`config.mk`:
```
export PLATFORM = sky130hd
export DESIGN_NAME = instruction_fetch
export DESIGN_NICKNAME = d
export VERILOG_FILES = /design/src/rtl/instruction_fetch.sv
export SDC_FILE = /design/constraint.sdc
export NUM_CORES = 1
export LEC_CHECK = 0
export BUFFER_PORTS_ARGS = -buffer_cell sky130_fd_sc_hd__buf_2
export CAP_MARGIN = 20
export CORE_ASPECT_RATIO = 1.5
export CORE_MARGIN = 2
export CORE_UTILIZATION = 25
export CTS_BUF_LIST = sky130_fd_sc_hd__clkbuf_8
export DETAILED_ROUTE_END_ITERATION = 10
export PLACE_DENSITY_LB_ADDON = 0.25
export SYNTH_ARGS = -nofsm -noshare
export SYNTH_HDL_FRONTEND = slang
export SYNTH_SLANG_ARGS = --single-unit
```
`constraint.sdc`:
```
create_clock -name clk -period 8.7 [get_ports clk]
set_input_delay 0.87 -clock clk [delete_from_list [all_inputs] [get_ports clk]]
set_output_delay 0.87 -clock clk [all_outputs]
set_load 0.03 [all_outputs]
```
`src/rtl/instruction_fetch.sv`:
```
// ============================================================================
// Module  : instruction_fetch
// Brief   : PC sequencer with a two-entry {instruction, pc} FIFO between the
//           instruction memory and the control unit. Optional misaligned-
//           redirect trap enabled by macro IFETCH_MISALIGN_TRAP_EN.
// Revision: 1.0 - initial release
// ============================================================================
`default_nettype none

module instruction_fetch #(
  parameter int                   WORDSIZE         = 64,
  parameter int                   INSTRUCTION_SIZE = 32,
  parameter logic [WORDSIZE-1:0]  RESET_PC         = '0
) (
  input  logic                        clk,
  input  logic                        rst,
  output logic                        imem_req,
  output logic [WORDSIZE-1:0]         imem_addr,
  input  logic                        imem_ack,
  input  logic [INSTRUCTION_SIZE-1:0] imem_rdata,
  input  logic                        redirect_en,
  input  logic [WORDSIZE-1:0]         redirect_pc,
  output logic [INSTRUCTION_SIZE-1:0] instruction,
  output logic [WORDSIZE-1:0]         instr_pc,
  output logic                        instr_valid,
  input  logic                        instr_ready
`ifdef IFETCH_MISALIGN_TRAP_EN
  ,
  output logic                        fetch_misaligned
`endif
);

  localparam logic [WORDSIZE-1:0] c_pc_step  = WORDSIZE'(4);
  localparam logic [WORDSIZE-1:0] c_alignmsk = ~WORDSIZE'(3);

`ifdef IFETCH_MISALIGN_TRAP_EN
  typedef enum logic [1:0] {FETCH = 2'd0, WAIT_SPACE = 2'd1, HALT = 2'd2} state_t;
`else
  typedef enum logic [1:0] {FETCH = 2'd0, WAIT_SPACE = 2'd1} state_t;
`endif

  state_t                      r_state;
  logic [WORDSIZE-1:0]         r_fetch_pc;
  logic [INSTRUCTION_SIZE-1:0] r_instr_mem [2];
  logic [WORDSIZE-1:0]         r_pc_mem    [2];
  logic                        r_head;
  logic                        r_tail;
  logic [1:0]                  r_count;

  logic                        w_push;
  logic                        w_pop;
  logic                        w_full;
  logic [WORDSIZE-1:0]         w_redirect_target;

  assign w_full      = (r_count == 2'd2);
  assign instr_valid = (r_count != 2'd0);
  assign instruction = r_instr_mem[r_head];
  assign instr_pc    = r_pc_mem[r_head];
  assign imem_addr   = r_fetch_pc;
  // State resets to FETCH, so the request is masked while reset is held.
  assign imem_req    = (r_state == FETCH) && !rst;

  assign w_pop  = instr_valid && instr_ready;
  assign w_push = (r_state == FETCH) && imem_ack && (!w_full || w_pop);

`ifdef IFETCH_MISALIGN_TRAP_EN
  logic w_misaligned;
  assign w_misaligned      = (redirect_pc[1:0] != 2'b00);
  assign w_redirect_target = redirect_pc;
`else
  assign w_redirect_target = redirect_pc & c_alignmsk;
`endif

  always_ff @(posedge clk or posedge rst) begin
    if (rst) begin
      r_state        <= FETCH;
      r_fetch_pc     <= RESET_PC;
      r_head         <= 1'b0;
      r_tail         <= 1'b0;
      r_count        <= 2'd0;
      r_instr_mem[0] <= '0;
      r_instr_mem[1] <= '0;
      r_pc_mem[0]    <= '0;
      r_pc_mem[1]    <= '0;
`ifdef IFETCH_MISALIGN_TRAP_EN
      fetch_misaligned <= 1'b0;
`endif
    end else if (redirect_en) begin
      // Redirect flushes everything, including an ack landing this cycle.
      r_head     <= 1'b0;
      r_tail     <= 1'b0;
      r_count    <= 2'd0;
      r_fetch_pc <= w_redirect_target;
`ifdef IFETCH_MISALIGN_TRAP_EN
      fetch_misaligned <= w_misaligned;
      r_state          <= w_misaligned ? HALT : FETCH;
`else
      r_state    <= FETCH;
`endif
    end else begin
      if (w_push) begin
        r_instr_mem[r_tail] <= imem_rdata;
        r_pc_mem[r_tail]    <= r_fetch_pc;
        r_tail              <= ~r_tail;
        r_fetch_pc          <= r_fetch_pc + c_pc_step;
      end
      if (w_pop) begin
        r_head <= ~r_head;
      end
      r_count <= r_count + {1'b0, w_push} - {1'b0, w_pop};

      case (r_state)
        FETCH: begin
          if (w_push && !w_pop && (r_count == 2'd1)) begin
            r_state <= WAIT_SPACE;
          end
        end
        WAIT_SPACE: begin
          if (w_pop) begin
            r_state <= FETCH;
          end
        end
        default: begin
          r_state <= r_state;
        end
      endcase
    end
  end

endmodule

`default_nettype wire

```
; ---- Word-level counts from Yosys, hierarchy flattened
; Index checks and enable logic that the tools add are counted.
[word_totals]
reg_bits = 262
inputBits = 101
[op_classes]
add_sub_neg = 3
n_lt_le_gt_ge = 3
n_eq_ne = 5
mux = 23
n_bitwise = 5
reduce_logical = 18
[op_table]
columns = cell, count
row1 = two-way mux 64 bit, 6
row2 = bitwise mux 128 bit, 1
row3 = two-way mux 32 bit, 4
row4 = "adder 64 x 3 -> 64 bit, second input constant", 1
row5 = bitwise mux 64 bit, 1
row6 = demux 64 bit (select 1 bit), 1
row7 = demux 32 bit (select 1 bit), 1
row8 = two-way mux 2 bit, 4
row9 = logical AND 1 bit, 7
row10 = nonzero test 2 bit, 3
row11 = "equality test 2 x 1 -> 1 bit, second input constant", 2
row12 = ">= comparator 2 bit, second input constant", 2
row13 = two-way mux 1 bit, 4
row14 = inverter 1 -> 2 bit, 2
row15 = case mux 2 bit (2 select lines), 1
row16 = zero test 1 bit, 3
row17 = "inequality test 3 x 2 -> 1 bit, second input constant", 1
row18 = "inequality test 3 bit, second input constant", 1
row19 = inverter 1 bit, 3
row20 = AND reduction 3 bit, 1
row21 = nonzero test 3 bit, 1
row22 = adder 2 x 1 -> 2 bit, 1
row23 = "equality test 2 bit, second input constant", 1
row24 = zero test 2 bit, 1
row25 = 4 further kinds, 4

; ---- Depth between registers and ports, before layout
; Gate-level depths: netlist of run 1.
[depth]
depth_word = 9
mapped_depth = 8
mapped_depth_nobuf = 8

; ---- Worst setup path after synthesis of run 1
; OpenSTA, ideal clock, no wires.
[synth_path]
kind = reg-to-reg
from = reg r_fetch_pc[7], in the netlist imem_addr[7]
to = reg r_fetch_pc[57], in the netlist imem_addr[57]
setup_ns = 0.124
t_arrival_ns = 2.733
path_slack_ns = 5.843
path_stages_with_launch = 9
n_path_buf = 3
synth_period_minus_slack_ns = 2.857
path_cell_list = dfrtp_1 -> buf_2 -> nand4_2 -> or4_1 -> buf_2 -> or4_4 -> buf_6 -> o31a_1 -> o31a_1
[synth_via]
elab_chain_cells = 3
[synth_rtl]
columns = item, line
row1 = from (decl), 43  ; logic [WORDSIZE-1:0] r_fetch_pc;
row2 = from (signal assigned), 93  ; r_fetch_pc <= w_redirect_target;
row3 = from (signal assigned), 105  ; r_fetch_pc <= r_fetch_pc + c_pc_step;
row4 = adder 64 x 3 -> 64 bit, 105
row5 = two-way mux 64 bit, 101  ; if (w_push) begin
row6 = two-way mux 64 bit, 88  ; end else if (redirect_en) begin
; No other way between the ends. The select of a mux whose other input is x is not followed.
; A chain may end at the register's enable or synchronous reset.

; ---- Final worst setup path of run 1
[layout_path]
from = reg r_head
to = out instr_pc[50]
[layout_via]
elab_chain_cells = 4
[layout_rtl]
columns = item, line
row1 = from (decl), 46  ; logic r_head;
row2 = from (signal assigned), 108  ; r_head <= ~r_head;
row3 = inverter 1 -> 2 bit (not written as such), 58  ; assign instr_pc = r_pc_mem[r_head];
row4 = two-way mux 64 bit (not written as such) (3 in series), 58
row5 = to (decl), 24  ; output logic [WORDSIZE-1:0] instr_pc,
; No other way between the ends. The select of a mux whose other input is x is not followed.

==> impl_results.md, run 1 <==
- Setup slack, reg-to-reg: 5660 ps
- Clock sink count: 255
- Drt first-iter violations: 262
- Pwr Total: 5.297 mW
- Crit path buf inv count: 2
- Setup crit start kind: flop
- Die Span X: 183.4 um
- Max Cap Viol: 0
- Pin count of the biggest net entering global routing: 114
- Largest family of logic cells by synthesized area: multiplexers
- Max Slew Vio Count: 0
- Synth warn: 0
- Post-Syn Instances: 984
- Syn Area/Cell: 12.27 um^2
- Buffers on Ports: 256
- Total gr overflow: 0
- WP depth: 3
- Critical path arrival: 2910 ps
- Hold buffer count at CTS: 0
- RR Startpoint: imem_addr[7]$_DFFE_PP0P_
- Run status: complete, no violations
- Internal cell power: 3.245 mW
- Slew HR: 35.80%
- Clk network pwr share: 22.5%
- Crit-path slowest cell: dfrtp_4
- Resized Gates After CTS: 0
- Vias in the first global route: 9148
- Switching power: 2.052 mW
- CP Capture Point: instr_pc[50]
- Main flop type after synthesis: dfrtp_1
- Maximum clock frequency: 0.2646 GHz
- CTS tree: built
- HP Class: in -> async
- CP Data Required Time: 7830 ps
- Most frequent cells in the layout: mux2_2 (284), buf_2 (255), dfrtp_1 (254)
- Antenna violations before repair: 14
- Setup Viol. Count Final: 0
- Final min period: 3779 ps
- Routed vias: 8782
- Nets: 1344
- DP HPWL: 24.48 mm
- Adder-Cell Fraction of Synth Area: 0.4146%
- Worst Tran Pin Value: 963.1 ps
- Tcrit/Tclk final: 43.43%
- Peak supply drop: 0.1940 mV
- Yosys cell types: 47
- Total CTS buffers: 46
- Post-Synth Simple-Gate Area: 10.61%
- Leading cell type in the layout, fill and taps excluded: mux2_2
- Setup crit start: r_head$_DFFE_PP0P_
- H-tree depth: 2
- Synth-to-Final Area Change: 23.82%
- TNS Setup: 0 ps
- Synth Cell Area: 0.01207 mm^2
- First-pass GRT wire length: 54.94 mm
- Yosys reg bits: 255
- Main area contributors after synthesis: dfrtp_1 (53%), mux2_2 (26%), nand2_1 (2.3%)
- Io pins: 263
- Fin. Hold Viols: 0
- Pwr per Cell Area: 354.4 mW/mm^2
- Clk root buf: clkbuf_8
- Switching share of power: 38.73%
- Setup bufs post-CTS: 0
- Comb pwr share: 40.4%
- Core area: 0.04770 mm^2
- Row cnt: 98
- Vias per inst: 4.676
- Post-synth top area share: 52.86%
- RSZ-0062 raised after global routing: false
- Worst reg-to-reg path cell count: 5
- Top delay family on crit path: buffers and inverters
- Clk_lat worst skew: 570 ps
- Number of remaining DRC errors: 0
- Post-synthesis xor/xnor area fraction: 2.902%
- CP max stage delay: 870 ps
- CTS Buffer Depth: 3
- Antenna viol nets, final: 0
- Die ar.: 0.05010 mm^2
- Total Wirelength: 35.74 mm
- Multiplexer share of the synthesized area: 26.57%
- Worst Path Max Fanout: 54
- CP Capture Type: primary output
- P_leak: 6.441 nW
- Sequential element share of the synthesized area: 52.86%
- Gpl congestion: 0.7581
- Critical path class: reg -> out
- CTS clk-pin slew, worst paths: 60 ps
- Die extent in y: 273.1 um
- Routed len/inst: 19.03 um
- Async SR Flop Fraction: 100.0%
- Post-synth EDFFs: 0
- Leading area contributor after synthesis: dfrtp_1
- Synth Area in Compound Gates: 4.042%
- Reg power frac: 37.0%
- FF-to-FF End: imem_addr[57]$_DFFE_PP0P_
- Share of layout cells above drive strength 1: 49.88%
- Initial Util: 25.31%
- Total iterations of the first detailed-routing run: 5
- Gr usage total: 14.19%
- Layout Skew: 29.79 ps
- Crit-path cells: buf_4 -> mux2_2 -> buf_2
## power groups by stage
| stage | clock network, mW | registers [mW] | logic, mW |
|---|---|---|---|
| 2_1_floorplan | 0 | 1.92 | 1.62 |
| 3_3_place_gp | 0 | 1.96 | 2.15 |
| 3_5_place_dp | 0 | 1.99 | 2.17 |
| 4_1_cts | 1.25 | 1.97 | 2.18 |
| 5_1_grt | 1.30 | 2.03 | 2.28 |
| 6_report | 1.19 | 1.96 | 2.14 |
## Yosys cell counts (3+ instances only)
master,instances
a22oi_1,4
a31oi_1,13
and2_1,3
and3_1,10
and4_1,6
buf_1,10
buf_4,4
clkbuf_1,48
dfrtp_1,255
ha_1,4
inv_1,9
mux2_2,284
nand2_1,73
nand3_1,25
nand4_1,25
nor2_1,33
nor2b_1,6
nor3_1,12
nor4_1,12
o211ai_1,3
o21ai_0,41
o311ai_0,5
o31ai_1,7
or2_2,4
or3_1,9
or4_1,15
xnor2_1,28
xor2_1,12
## final cells by class
| class | instances | area, um^2 |
|---|---|---|
| multi-input cells | 656 | 5403 |
| repair buffers | 269 | 1381 |
| fillers | 4912 | 32750 |
| inverters | 11 | 48.80 |
| clock inverters | 24 | 191.4 |
| clock buffers | 56 | 770.7 |
| diodes | 7 | 17.52 |
| well taps | 600 | 750.7 |
| flip-flops and latches | 255 | 6385 |
## kinds of logic after synthesis
logic type	Yosys count
other	1
adder cells (fa/ha/maj)	4
multiplexers	285
AND/OR/NAND/NOR	244
AO/OA/AOI/OAI	79
flip-flops	255
XOR/XNOR	40
buffers and inverters	76
## through the flow
| stage | instance area, um^2 | setup slack, ps | hold WS (ps) | util (%) | instances |
|---|---|---|---|---|---|
| after global routing | 14950 | 4787 | 472.7 | 31.33 | 1877 |
| after CTS | 14930 | 4818 | 439.8 | 31.30 | 1871 |
| after global placement | 13970 | 4951 | 482.9 | 29.28 | 1791 |
| after floorplan | 12080 | 816.6 | 475.0 | - | 987 |
| after detailed placement | 13970 | 4936 | 490.1 | 29.28 | 1791 |
| final | 14950 | 4921 | 459.4 | 31.34 | 1878 |
## sequential cells by signal, indices dropped and copies added (netlist names)
register	cells
imem_addr	62
r_count	2
r_head	1
r_instr_mem	64
r_pc_mem	124
r_state	1
r_tail	1
## routing by layer
layer | up-vias | share of wire, % | routed length, um | global-route usage [%]
met5 | - | 0.24 | 87 | 0
met4 | 14 | 3.7 | 1305 | 6.568
li1 | 4065 | - | - | -
met1 | 4397 | 39 | 13860 | 15.83
met2 | 222 | 52 | 18420 | 25.12
met3 | 84 | 5.8 | 2067 | 3.691
## worst min-delay path by stage
stage,slack [ps],startpoint,to
floorplan,470,r_pc_mem[10]$_DFFE_PP0P_,r_pc_mem[10]$_DFFE_PP0P_
global placement,480,r_pc_mem[45]$_DFFE_PP0P_,r_pc_mem[45]$_DFFE_PP0P_
detailed placement,490,r_pc_mem[6]$_DFFE_PP0P_,r_pc_mem[6]$_DFFE_PP0P_
CTS,440,redirect_pc[44],imem_addr[44]$_DFFE_PP0P_
global route,470,redirect_pc[2],imem_addr[2]$_DFFE_PP0P_
finish,460,rst,r_pc_mem[99]$_DFFE_PP0P_
Note: power is estimated with default switching activity, not from simulation.
==> run 2: changes to the inputs <==
clock period = 3.07 ns   (was 8.7 ns; I/O delays follow)
==> run 2 against run 1 <==
  * Critical path depth rose by 3
  * Utilization rose by 2.5 points
  * Sequential power rose to 2.8 times the previous value
  * Register-to-register slack got worse by 5400 ps
  * First-iteration DRC count rose by 8.4%
  * Global-route usage rose by 0.49 points
  * Sequential share of layout area fell by 3.2 points
  * Highest routed layer unchanged
==> impl_results.md, run 2 (same netlist as run 1, synthesis figures left out) <==
- Run status: complete, no violations
- Maximum clock frequency: 0.3608 GHz
- Io pins: 263
- Antenna violations before repair: 5
- CTS tree: built
- Number of remaining DRC errors: 0
- Die extent in y: 273.1 um
- Largest reg by FF count: r_pc_mem
- CP max stage delay: 610 ps
- Layout Skew: 29.98 ps
- Setup bufs post-CTS: 0
- Buffers on Ports: 256
- Peak supply drop: 0.4400 mV
- Worst setup margin: 298.6 ps
- H-tree depth: 2
- Synth-to-Final Area Change: 33.72%
- Slew HR: 52.29%
- Fin. Hold Viols: 0
- Critical path arrival: 3300 ps
- Worst Path Max Fanout: 10
- Crit-path slowest cell: or4_1
- CTS clk-pin slew, worst paths: 60 ps
- First-pass GRT wire length: 57.23 mm
- Worst Tran Pin Value: 714.2 ps
- Top delay family on crit path: simple AND/OR/NAND/NOR gates
- Clock sink count: 255
- DP HPWL: 25.51 mm
- CP Capture Type: flop
- Share of layout cells above drive strength 1: 47.15%
- Die Span X: 183.4 um
- Max Cap Viol: 0
- Total Wirelength: 37.18 mm
- Pin count of the biggest net entering global routing: 99
- Filler cell count: 4861
- Setup crit start kind: flop
- Vias in the first global route: 9671
- Final min period: 2771 ps
- Post-Place Setup Slack: 263.5 ps
- Total iterations of the first detailed-routing run: 4
- CP Data Required Time: 3590 ps
- Antenna viol nets, final: 0
- P_leak: 6.962 nW
- Clk root buf: clkbuf_8
- HP Class: in -> reg
- Initial Util: 25.31%
- Most frequent cells in the layout: mux2_2 (284), buf_2 (255), dfrtp_1 (254)
- Setup Viol. Count Final: 0
- Die ar.: 0.05010 mm^2
- Nets: 1454
- Post-DP Area: 0.01419 mm^2
- Total gr overflow: 0
- Gr usage total: 14.68%
- Total CTS buffers: 45
- Leading cell type in the layout, fill and taps excluded: mux2_2
- Min Hold Slack: 62.98 ps
- Vias per inst: 4.576
- Max Slew Vio Count: 0
- Critical path class: reg -> reg
- Tcrit/Tclk final: 90.27%
- TNS Setup: 0 ps
- CTS Buffer Depth: 3
- Pwr per Cell Area: 950.0 mW/mm^2
- Drt first-iter violations: 284
- Core area: 0.04770 mm^2
- Routed vias: 9092
- Crit path buf inv count: 1
- Crit-path cells: nand3_1 -> or4b_1 -> buf_4 -> nand4bb_1 -> or4_1 -> nand3_1
- Gpl congestion: 0.7550
- Routed len/inst: 18.71 um
- Pwr Total: 15.34 mW
- RSZ-0062 raised after global routing: false
- Max reg flops: 124
- Clk_lat worst skew: 590 ps
- Final instance area: 0.01614 mm^2
- Most frequent CP cell: nand3_1
- Row cnt: 98
run 2: changes by cell type in the layout (fill, tap and decap cells not counted), moves of 2 or more:
cell	before	now
diode_2	7	2
clkinv_4	2	0
clkinvlp_4	1	3
buf_12	0	8
clkbuf_8	56	60
buf_4	14	23
dlygate4sd3_1	0	94
run 2: final timing paths:
kind	start	to	slack (ps)	cells after the start
worst max-delay path	imem_addr[5]$_DFFE_PP0P_	imem_addr[55]$_DFFE_PP0P_	300	6
worst min-delay path	redirect_pc[57]	imem_addr[57]$_DFFE_PP0P_	60	3
worst max register to register	imem_addr[5]$_DFFE_PP0P_	imem_addr[55]$_DFFE_PP0P_	300	6
worst min register to register	r_pc_mem[58]$_DFFE_PP0P_	r_pc_mem[58]$_DFFE_PP0P_	500	1
max in group asynchronous	rst	r_pc_mem[119]$_DFFE_PP0P_	2050	4
min in group asynchronous	rst	r_pc_mem[32]$_DFFE_PP0P_	470	4
run 2: worst min-delay path: stages:
cell	delay, ps
buf_2	70
nand2b_1	100
o31a_1	120
run 2: power by group:
| part | leakage (nW) | internal [mW] | switching [mW] |
|---|---|---|---|
| Clock | 0.561 | 2.00 | 1.51 |
| Combinational | 3.35 | 2.74 | 3.55 |
| Sequential | 3.05 | 4.71 | 0.833 |
run 2: per-stage QoR:
| stage | util (%) | std cells |
|---|---|---|
| 5_1_grt | 33.85 | 1987 |
| 4_1_cts | 33.84 | 1985 |
| 3_3_place_gp | 29.75 | 1808 |
| 2_1_floorplan | - | 987 |
| 3_5_place_dp | 29.75 | 1808 |
| 6_report | 33.85 | 1987 |
run 2: final cells by class:
type / count / area, um^2 / share of cell area [%]
antenna: 2 / 5.005 / 0.03100
tap: 600 / 750.7 / 4.650
clock inverter: 23 / 180.2 / 1.116
multi-input combinational: 656 / 5403 / 33.47
inverter: 11 / 45.04 / 0.2790
sequential: 255 / 6385 / 39.55
timing repair buffer: 380 / 2550 / 15.79
clock buffer: 60 / 825.8 / 5.115
run 2: routing by layer:
layer / track usage (%) / share of wire (%) / vias to the layer above
met5: 0 / 0.094 / -
met4: 5.789 / 3.2 / 6
met3: 3.118 / 4.9 / 69
met2: 26.67 / 52 / 211
met1: 16.63 / 40 / 4517
li1: - / - / 4289
run 2: repair_timing:
| item | CTS | global route |
|---|---|---|
| hold buffers | 94 | 0 |
| resized for setup | 0 | 0 |
| endpoints found under the hold margin | 380 | 0 |
==> run 3: changes to the inputs <==
ABC_AREA = 1   (was default)
==> run 3 against run 2 <==
  * Cell count rose by 44%
  * Clock power fell by 3%
  * Hold slack got worse by 21 ps
  * Fmax rose by 4.4%
  * Global-route usage rose by 3.9 points
  * Register-to-register slack improved by 550 ps
  * Die area rose by 9.8%
  * Critical path depth fell by 1
  * Highest routed layer is now met4
==> impl_results.md, run 3 <==
- Total gr overflow: 0
- Number of remaining DRC errors: 0
- Leading cell type in the layout, fill and taps excluded: nand2_1
- Maximum clock frequency: 0.3765 GHz
- Nets: 2252
- CTS tree: built
- Tcrit/Tclk final: 86.51%
- Synth Cell Area: 0.01328 mm^2
- Clock sink count: 255
- Drt first-iter violations: 670
- Worst Path Max Fanout: 36
- Final instance area: 0.01699 mm^2
- Max Cap Viol: 0
- Layout Skew: 35.74 ps
- Clk root buf: clkbuf_8
- Post-synth top area share: 48.06%
- Total Wirelength: 51.79 mm
- Initial Util: 25.25%
- Largest reg by FF count: r_pc_mem
- Row cnt: 103
- Setup bufs post-CTS: 0
- CTS clk-pin slew, worst paths: 60 ps
- Async SR Flop Fraction: 100.0%
- Critical path class: reg -> out
- Post-DP Area: 0.01525 mm^2
- Most frequent cells in the layout: nand2_1 (756), buf_2 (256), dfrtp_1 (254)
- Total iterations of the first detailed-routing run: 6
- Core area: 0.05258 mm^2
- Met1 wire length: 20.46 mm
- Most common cell in the synthesized netlist: nand2_1
- Die Span X: 192.2 um
- First-pass GRT wire length: 77.34 mm
- Vias per inst: 4.549
- HP Class: in -> reg
- Die ar.: 0.05500 mm^2
- CTS Buffer Depth: 3
- Post-synth EDFFs: 0
- Yosys reg bits: 255
- CP Data Required Time: 2760 ps
- Setup slack, reg-to-reg: 850 ps
- Vias in the first global route: 12.78k
- Yosys cell types: 34
- H-tree depth: 2
- RSZ-0062 raised after global routing: false
- Run status: complete, no violations
- Antenna viol nets, final: 0
- CP Capture Type: primary output
- Clk_lat worst skew: 620 ps
- Post-Syn Instances: 1830
- Peak supply drop: 0.5515 mV
- Met3 WL: 3.149 mm
- Synth-to-Final Area Change: 27.95%
- Antenna violations before repair: 2
- Critical path arrival: 2350 ps
- Met2 routed WL: 25.98 mm
- Worst Tran Pin Value: 837.2 ps
- P_leak: 8.527 nW
- Leading area contributor after synthesis: dfrtp_1
- Main flop type after synthesis: dfrtp_1
- Sequential element share of the synthesized area: 48.06%
- Io pins: 263
- Setup crit start kind: flop
- DP HPWL: 36.51 mm
- Routed len/inst: 18.10 um
- Slew HR: 44.18%
- Fin. Hold Viols: 0
- Max reg flops: 124
- Share of layout cells above drive strength 1: 16.63%
- Buffers on Ports: 256
- Final min period: 2656 ps
- Top sig layer: met4
- Pwr per Cell Area: 895.8 mW/mm^2
- Gr usage total: 18.58%
- Setup Viol. Count Final: 0
- Min Hold Slack: 42.05 ps
- Pin count of the biggest net entering global routing: 136
- Syn Area/Cell: 7.255 um^2
- Gpl congestion: 0.8984
- Total CTS buffers: 46
- Routed vias: 13.02k
- Post-synth top cells: nand2_1 (756), dfrtp_1 (255), inv_1 (161)
- Max Slew Vio Count: 0
- Main area contributors after synthesis: dfrtp_1 (48%), nand2_1 (21%), o21ai_0 (5.2%)
- Die extent in y: 286.2 um
- Synth warn: 0
run 3: path summary, 6_finish.rpt:
check / startpoint / end / cells after the start
max reg2reg: imem_addr[11]$_DFFE_PP0P_ / imem_addr[63]$_DFFE_PP0P_ / 7
min reg2reg: r_instr_mem[48]$_DFFE_PP0P_ / r_instr_mem[48]$_DFFE_PP0P_ / 2
max in group asynchronous: rst / r_pc_mem[108]$_DFFE_PP0P_ / 4
min: redirect_pc[47] / imem_addr[47]$_DFFE_PP0P_ / 5
min in group asynchronous: rst / r_count[1]$_DFF_PP0_ / 4
max: r_head$_DFFE_PP0P_ / instr_pc[63] / 5
run 3: metal layers:
layer,vias up,GRT usage [%]
li1,6370,-
met3,106,3.681
met1,6138,21.41
met5,-,0
met4,0,7.882
met2,401,33.14
run 3: power breakdown:
part	internal (mW)	switching (mW)
combinational	1.91	4.38
sequential	4.70	0.841
clock	1.87	1.52
total	8.48	6.73
run 3: area by class of cell:
class / count / area, um^2
Multi-Input combinational cell: 1321 / 5837
Inverter: 166 / 631.9
Fill cell: 5707 / 35590
Tap cell: 682 / 853.3
Antenna cell: 2 / 5.005
Timing Repair Buffer: 357 / 2337
Clock inverter: 19 / 128.9
Clock buffer: 59 / 812.0
Sequential cell: 255 / 6382
run 3: worst max-delay path, stage by stage (launching register included):
cell and delay (ps):
dfrtp_2 580, inv_4 420, buf_12 280, nand2_1 80, o21ai_0 90, buf_2 280
run 3: metrics by stage:
step           total power [mW]  worst slack (ps)  utilization (%)  TNS (ps)  std cells
3_3_place_gp              11.77             816.5            29.00         0       2702
5_1_grt                   16.33             190.0            32.30         0       2860
4_1_cts                   15.50             229.3            32.30         0       2859
2_1_floorplan             9.753            -594.6                -   -151630       1833
6_report                  15.22             414.3            32.31         0       2861
3_5_place_dp              11.90             802.6            29.00         0       2702
run 3: kinds of logic after synthesis:
| group | synth area share [%] |
|---|---|
| adders and majority gates | 0.3770 |
| buffers and inverters | 8.161 |
| DFF | 48.06 |
| xor gates and xnor gates | 0.9896 |
| AOI/OAI and AO/OA | 12.13 |
| and+or+nand+nor | 30.25 |
| other | 0.02825 |
run 3: what timing repair did:
action / CTS / global route
hold endpoints to repair: 224 / 0
gates resized for setup: 0 / 0
hold buffers: 79 / 0
